**config.mk**
```make
export PLATFORM = sky130hd
export DESIGN_NAME = ipsmacge_txintf_mp
export DESIGN_NICKNAME = d
export VERILOG_FILES = /design/src/rtl/ipsmacge_pkg.sv /design/src/rtl/ipsmacge_txintf_port.sv /design/src/rtl/ipsmacge_txintf_mp.sv
export SDC_FILE = /design/constraint.sdc
export NUM_CORES = 1
export LEC_CHECK = 0
export CAP_MARGIN = 20
export CORE_ASPECT_RATIO = 1.5
export CORE_MARGIN = 8
export CORE_UTILIZATION = 51
export DETAILED_ROUTE_END_ITERATION = 10
export GPL_TIMING_DRIVEN = 0
export PLACE_DENSITY = 0.93
export RECOVER_POWER = 100
export SLEW_MARGIN = 20
export SYNTH_ARGS = -nofsm -noshare
export SYNTH_HDL_FRONTEND = slang
export SYNTH_HIERARCHICAL = 1
export SYNTH_SLANG_ARGS = --single-unit
```
**constraint.sdc**
```tcl
create_clock -name txclk -period 2.8 [get_ports txclk]
set_input_delay 0.56 -clock txclk [delete_from_list [all_inputs] [get_ports txclk]]
set_output_delay 0.56 -clock txclk [all_outputs]
set_load 0.03 [all_outputs]
```
**src/rtl/ipsmacge_pkg.sv**
```systemverilog
// rtl/ipsmacge_pkg.sv - shared constants and types for the multi-port GMII/RGMII/MII transmit interface
package ipsmacge_pkg;

    localparam int DAT_DW = 8;
    localparam int NIB_DW = DAT_DW / 2;
    localparam int MSP_DW = 2;
    localparam int CNT_DW = 16;

    localparam logic [MSP_DW-1:0] M10      = 2'b00;
    localparam logic [MSP_DW-1:0] M100     = 2'b01;
    localparam logic [MSP_DW-1:0] M1000    = 2'b10;
    localparam logic [MSP_DW-1:0] MRESERVE = 2'b11;

    typedef enum logic [1:0] {
        ST_IDLE = 2'b00,
        ST_LO   = 2'b01,
        ST_HI   = 2'b10
    } state_t;

endpackage

```
**src/rtl/ipsmacge_txintf_port.sv**
```systemverilog
// rtl/ipsmacge_txintf_port.sv - one transmit port: shadow config, nibble FSM, DDIO output registers (IPSMACGE_TXINTF_FRMCNT_EN adds frame counter)
module ipsmacge_txintf_port
    import ipsmacge_pkg::*;
(
    input  logic              txclk,
    input  logic              txrst_,
    input  logic [DAT_DW-1:0] igdat,
    input  logic              igen,
    input  logic              iger,
    output logic              igrdy,
    input  logic              txce,
    output logic [DAT_DW-1:0] txhdat,
    output logic [DAT_DW-1:0] txldat,
    output logic              txhctl,
    output logic              txlctl,
    output logic              txherr,
    output logic              txlerr,
    input  logic              up_act,
    input  logic              up_gmii,
    input  logic [MSP_DW-1:0] up_spd
`ifdef IPSMACGE_TXINTF_FRMCNT_EN
    ,
    input  logic              up_cntclr,
    output logic [CNT_DW-1:0] txfrm_cnt
`endif
);

    logic              sh_gmii;
    logic [MSP_DW-1:0] sh_spd;
    state_t            state, state_nxt;
    logic [DAT_DW-1:0] byte_q, byte_nxt;
    logic              er_q, er_nxt;
    logic [NIB_DW-1:0] nib;
    logic              en, er;
    logic              is_gig, is_slow;

    assign is_gig  = (sh_spd == M1000);
    assign is_slow = (sh_spd == M10) || (sh_spd == M100);

    // Config only moves between frames so a frame never changes mode halfway.
    always_ff @(posedge txclk) begin
        if (!txrst_) begin
            sh_gmii <= 1'b0;
            sh_spd  <= MRESERVE;
        end else if (!up_act || (state == ST_IDLE && !igen)) begin
            sh_gmii <= up_gmii;
            sh_spd  <= up_spd;
        end
    end

    always_ff @(posedge txclk) begin
        if (!txrst_) begin
            state  <= ST_IDLE;
            byte_q <= '0;
            er_q   <= 1'b0;
        end else begin
            state  <= state_nxt;
            byte_q <= byte_nxt;
            er_q   <= er_nxt;
        end
    end

    always_comb begin
        state_nxt = state;
        byte_nxt  = byte_q;
        er_nxt    = er_q;
        igrdy     = 1'b0;
        if (up_act && is_gig) begin
            igrdy     = 1'b1;
            state_nxt = ST_IDLE;
        end else if (up_act && is_slow) begin
            unique case (state)
                ST_IDLE: begin
                    igrdy = txce;
                    if (txce && igen) begin
                        byte_nxt  = igdat;
                        er_nxt    = iger;
                        state_nxt = ST_LO;
                    end
                end
                ST_LO: begin
                    if (txce) state_nxt = ST_HI;
                end
                ST_HI: begin
                    igrdy = txce;
                    if (txce && igen) begin
                        byte_nxt  = igdat;
                        er_nxt    = iger;
                        state_nxt = ST_LO;
                    end else if (txce) begin
                        byte_nxt  = '0;
                        er_nxt    = 1'b0;
                        state_nxt = ST_IDLE;
                    end
                end
                default: state_nxt = ST_IDLE;
            endcase
        end else begin
            state_nxt = ST_IDLE;
            byte_nxt  = '0;
            er_nxt    = 1'b0;
        end

        // Slow-mode outputs follow the state being entered on this strobe.
        unique case (state_nxt)
            ST_LO:   nib = byte_nxt[NIB_DW-1:0];
            ST_HI:   nib = byte_nxt[DAT_DW-1:NIB_DW];
            default: nib = '0;
        endcase
        en = (state_nxt != ST_IDLE);
        er = er_nxt & en;
    end

    always_ff @(posedge txclk) begin
        if (!txrst_ || !up_act || !(is_gig || is_slow)) begin
            txhdat <= '0;
            txldat <= '0;
            txhctl <= 1'b0;
            txlctl <= 1'b0;
            txherr <= 1'b0;
            txlerr <= 1'b0;
        end else if (is_gig) begin
            txhctl <= igen;
            if (sh_gmii) begin
                txhdat <= igdat;
                txldat <= igdat;
                txlctl <= igen;
                txherr <= iger;
                txlerr <= iger;
            end else begin
                txhdat <= {{NIB_DW{1'b0}}, igdat[NIB_DW-1:0]};
                txldat <= {{NIB_DW{1'b0}}, igdat[DAT_DW-1:NIB_DW]};
                txlctl <= igen ^ iger;
                txherr <= 1'b0;
                txlerr <= 1'b0;
            end
        end else if (txce) begin
            txhdat <= {{NIB_DW{1'b0}}, nib};
            txldat <= {{NIB_DW{1'b0}}, nib};
            txhctl <= en;
            txlctl <= sh_gmii ? en : (en ^ er);
            txherr <= sh_gmii & er;
            txlerr <= sh_gmii & er;
        end
    end

`ifdef IPSMACGE_TXINTF_FRMCNT_EN
    logic              in_frm;
    logic [CNT_DW-1:0] cnt;
    logic              frm_start;

    assign frm_start = igen && igrdy && !in_frm;

    always_ff @(posedge txclk) begin
        if (!txrst_) begin
            in_frm <= 1'b0;
            cnt    <= '0;
        end else begin
            if (!up_act || !igen)  in_frm <= 1'b0;
            else if (igrdy)        in_frm <= 1'b1;
            if (up_cntclr)         cnt <= '0;
            else if (frm_start)    cnt <= cnt + 1'b1;
        end
    end

    assign txfrm_cnt = cnt;
`endif

endmodule

```
**src/rtl/ipsmacge_txintf_mp.sv**
```systemverilog
// rtl/ipsmacge_txintf_mp.sv - NPORT-wide GMII to (R)GMII/MII transmit interface (IPSMACGE_TXINTF_FRMCNT_EN adds frame counters)
module ipsmacge_txintf_mp
    import ipsmacge_pkg::*;
#(
    parameter int NPORT = 4
) (
    input  logic                     txclk,
    input  logic                     txrst_,
    input  logic [NPORT*DAT_DW-1:0]  igdat,
    input  logic [NPORT-1:0]         igen,
    input  logic [NPORT-1:0]         iger,
    output logic [NPORT-1:0]         igrdy,
    input  logic [NPORT-1:0]         txce,
    output logic [NPORT*DAT_DW-1:0]  txhdat,
    output logic [NPORT*DAT_DW-1:0]  txldat,
    output logic [NPORT-1:0]         txhctl,
    output logic [NPORT-1:0]         txlctl,
    output logic [NPORT-1:0]         txherr,
    output logic [NPORT-1:0]         txlerr,
    input  logic [NPORT-1:0]         up_act,
    input  logic [NPORT-1:0]         up_gmii,
    input  logic [NPORT*MSP_DW-1:0]  up_spd
`ifdef IPSMACGE_TXINTF_FRMCNT_EN
    ,
    input  logic [NPORT-1:0]         up_cntclr,
    output logic [NPORT*CNT_DW-1:0]  txfrm_cnt
`endif
);

    for (genvar p = 0; p < NPORT; p++) begin : g_port
        ipsmacge_txintf_port u_port (
            .txclk     (txclk),
            .txrst_    (txrst_),
            .igdat     (igdat[p*DAT_DW +: DAT_DW]),
            .igen      (igen[p]),
            .iger      (iger[p]),
            .igrdy     (igrdy[p]),
            .txce      (txce[p]),
            .txhdat    (txhdat[p*DAT_DW +: DAT_DW]),
            .txldat    (txldat[p*DAT_DW +: DAT_DW]),
            .txhctl    (txhctl[p]),
            .txlctl    (txlctl[p]),
            .txherr    (txherr[p]),
            .txlerr    (txlerr[p]),
            .up_act    (up_act[p]),
            .up_gmii   (up_gmii[p]),
            .up_spd    (up_spd[p*MSP_DW +: MSP_DW])
`ifdef IPSMACGE_TXINTF_FRMCNT_EN
            ,
            .up_cntclr (up_cntclr[p]),
            .txfrm_cnt (txfrm_cnt[p*CNT_DW +: CNT_DW])
`endif
        );
    end

endmodule

```
==> results.tsv <==
stage	metric	value	unit
finish	area taken by multi-input logic gates	0.003704	sq mm
cts	Clk pin slew, worst setup/hold paths	0.05	ns
timing	fin crit share	98.06	%
synth	syn_nets	882	
finish	final layout net count	1042	
power	static leakage	0.003400	uW
finish	area grow syn2layout	33.96	%
cts	CTS buffer count	17	
placement	Final Wtd Congestion	0.9493	
timing	Slew Viols, Final	0	
power	Tot Pwr	4457	uW
outcome	status	complete, no violations	
finish	Fillers	968	
grt	gr ovfl total	0	
finish	Reg area	0.002322	sq mm
worst_setup_path	Reg-to-Reg Start	g_port[1].u_port/state[0]$_SDFF_PN0_	
timing	min cycle time layout	2.746	ns
worst_setup_path	CP endpoint	igrdy[2]	
worst_setup_path	FF-to-FF path depth	10	
cts	Clock Latency Late Sink	0.41	ns
grt	initial antenna violation count	0	
die	DIE HEIGHT	154.1	um
drt	Routed Wire Length	21270	um
power	Clock Power Share	49.8	%
drt	vias after detailed routing	6975	
finish	layout cells sized above 1	7.959	%
synth	largest area contributor in the netlist	dfxtp_1	
drt	DRC violations left	0	
synth	Post-Syn Instances	808	
power	power per standard cell area	513.3	mW/mm^2
die	row cnt	50	
timing	Max Freq	0.3642	GHz
placement	worst slack, placed	-0.1888	ns
synth	Synth top area share	35.83	%
drt	drt wl/cell	18.72	um
worst_hold_path	HP Class	reg -> reg	
finish	n_diodes	0	
synth	syn_area_per_cell	8.021	sq um
timing	Final Hold Vio Count	0	
power	worst vdd ir	338.9	uV
drt	antenna viol nets, final	0	
grt	Total GRT Usage	24.69	%
worst_setup_path	CP arrival	2.19	ns
synth	FF+latch count, synth	116	
timing	endpoints failing setup	0	
timing	Slew HR	27.97	%
worst_setup_path	critical path launch point	up_act[2]	
cts	# H-tree levels	4	
worst_setup_path	worst reg2reg setup slack	0.41	ns
synth	Mapped Area	0.006481	sq mm
power	Comb power frac	11.9	%
drt	1st-iter DRT viols	534	
power	part of the power in registers	38.3	%
drt	vias per cell	6.140	
worst_setup_path	Crit. End Element	primary output	
synth	synth warn	6	
placement	DP Area	0.008088	sq mm
die	I/O pins	146	
finish	Final Cell Area	0.008682	sq mm
die	Die W	108.0	um
worst_setup_path	Crit path required time	2.24	ns
timing	Worst Max-Slew Pin Slew	1.077	ns
worst_setup_path	crit-path max FO	10	
timing	Fin Clk Skew	0.009946	ns
synth	synth unique cells	41	
synth	top cells by area, synth	dfxtp_1 (36%), nand3_1 (6.8%), a21oi_1 (5.9%)	
power	P_sw	1106	uW
cts	TritonCTS Sinks	116	
placement	dpl hpwl	15390	um
cts	clock tree root driver cell	clkbuf_16	
die	die area	0.01665	sq mm
job	max cap viols	0	
grt	vias in the first global route	6854	
cts	CTS max path bufs	2	
synth	post-synthesis sequential area ratio	35.83	%
power	Int Pwr	3351	uW
finish	most common library cell in the layout ignoring fill and taps	dfxtp_1	
worst_setup_path	kind of critical path	in -> out	
cts	# hold bufs at CTS	0	
cts	CTS tree	built	
drt	Detailed Routing Iterations Pass 1	10	
finish	most frequent cells in the layout	dfxtp_1 (116), nand3_1 (88), dlygate4sd3_1 (85)	
die	core area	0.01245	sq mm
die	starting density of the core	52.06	%
timing	RSZ-0062 raised after global routing	false	
worst_setup_path	Worst setup SP type	primary input	
grt	largest net degree at the start of global routing	29	
grt	first-pass GRT wire length	33440	um
timing	final worst slack	0.05439	ns
placement	Port Buf Inserts	141	
power	sw frac	24.82	%
worst_setup_path	FF-to-FF End	g_port[1].u_port/txhdat[2]$_SDFFE_PP0P_	
kinds of logic after synthesis:
| group | after synthesis | share of synthesized area, % |
|---|---|---|
| flip-flops | 116 | 35.83 |
| multiplexers | 24 | 3.784 |
| buffers and inverters | 88 | 7.027 |
| adder cells (fa/ha/maj) | 12 | 2.317 |
| AND/OR/NAND/NOR | 312 | 25.79 |
| AO/OA/AOI/OAI | 252 | 24.71 |
| XOR/XNOR | 4 | 0.5405 |
critical path: stages:
cell	delay [ns]
clkdlybuf4s50_1	0.61
and3b_1	0.22
buf_2	0.21
o21bai_1	0.16
dlygate4sd2_1	0.43
power by group through the flow:
stage / Combinational, uW / Clock (uW) / Sequential [uW]
after floorplan: 272 / 0 / 1760
after global placement: 512 / 0 / 1740
after detailed placement: 520 / 0 / 1740
after CTS: 524 / 2230 / 1710
after global routing: 564 / 2320 / 1710
final: 530 / 2220 / 1710
Yosys cell counts:
| cell type | instances |
|---|---|
| a21boi_0 | 20 |
| a21boi_2 | 4 |
| a21oi_1 | 76 |
| a221oi_1 | 12 |
| a22o_1 | 4 |
| a22oi_1 | 12 |
| a31oi_1 | 12 |
| a32oi_1 | 4 |
| and2_1 | 32 |
| and2b_1 | 4 |
| and3_1 | 28 |
| and3b_1 | 4 |
| buf_1 | 4 |
| buf_2 | 4 |
| buf_4 | 32 |
| clkbuf_1 | 24 |
| dfxtp_1 | 116 |
| ha_1 | 12 |
| inv_1 | 24 |
| mux2_2 | 4 |
| mux2i_1 | 20 |
| nand2_1 | 52 |
| nand2b_1 | 24 |
| nand3_1 | 88 |
| nand4_1 | 8 |
| nor2_1 | 36 |
| nor2b_1 | 20 |
| nor3_1 | 4 |
| nor3b_2 | 4 |
| o211ai_1 | 12 |
| o21a_1 | 8 |
| o21ai_0 | 48 |
| o21ai_1 | 4 |
| o21bai_1 | 4 |
| o22ai_1 | 12 |
| o311ai_0 | 12 |
| o31a_1 | 4 |
| o31ai_1 | 4 |
| or3_1 | 4 |
| or4b_1 | 4 |
| xnor2_1 | 4 |
state kept, by name, indices dropped and copies added, names as in the netlist:
register,cells
g_port.u_port/txldat,16
g_port.u_port/byte_q,32
g_port.u_port/er_q,4
g_port.u_port/txlerr,4
g_port.u_port/txhctl,4
g_port.u_port/sh_gmii,4
g_port.u_port/state,8
g_port.u_port/sh_spd,8
g_port.u_port/txhdat,32
g_port.u_port/txlctl,4
worst min path at each step:
stage | start | end | slack, ns | cells after the start
2_1_floorplan | g_port[0].u_port/byte_q[1]$_SDFF_PN0_ | g_port[0].u_port/byte_q[1]$_SDFF_PN0_ | 0.46 | 2
3_3_place_gp | g_port[1].u_port/txhdat[6]$_SDFFE_PP0P_ | g_port[1].u_port/txhdat[6]$_SDFFE_PP0P_ | 0.47 | 2
3_5_place_dp | g_port[2].u_port/txhdat[5]$_SDFFE_PP0P_ | g_port[2].u_port/txhdat[5]$_SDFFE_PP0P_ | 0.48 | 2
4_1_cts | g_port[2].u_port/txhdat[5]$_SDFFE_PP0P_ | g_port[2].u_port/txhdat[5]$_SDFFE_PP0P_ | 0.48 | 2
5_1_grt | g_port[2].u_port/txhdat[4]$_SDFFE_PP0P_ | g_port[2].u_port/txhdat[4]$_SDFFE_PP0P_ | 0.50 | 2
6_report | g_port[2].u_port/txhdat[5]$_SDFFE_PP0P_ | g_port[2].u_port/txhdat[5]$_SDFFE_PP0P_ | 0.48 | 2
timing repair:
action                     in CTS  in global routing
setup endpoints to repair       4                  2
gates resized for setup         4                  3
pin swaps                       0                  0
setup buffers                   0                  0
per-stage QoR:
step                hold slack [ns]  utilization [%]  TNS (ns)  cells
finish                       0.4778            69.74         0   1136
global route                 0.4976            69.74         0   1136
CTS                          0.4835            69.76         0   1136
detailed placement           0.4763            64.96    -1.130   1105
global placement             0.4691            64.96   -0.9637   1105
floorplan                    0.4649                -         0    808
layer usage:
metal  GRT usage (%)  wire (um)  vias to the layer above  share of wire, %
met5               0          0                        -                 0
met4           15.47        996                        0               4.7
met3           5.816       1786                       92               8.4
met2           43.87      10970                      371                52
met1           24.91       7519                     3256                35
li1                -          -                     3256                 -
area by class of cell:
class                   instances  area share, %
clock inverters                 9          1.470
multi-input cells             604          42.66
inverters                      24          1.038
clock buffers                  22          5.462
flip-flops and latches        116          26.75
repair buffers                141          16.17
well taps                     156          2.248
plain buffers                  64          4.208
Power figures use the tool's default switching activity.
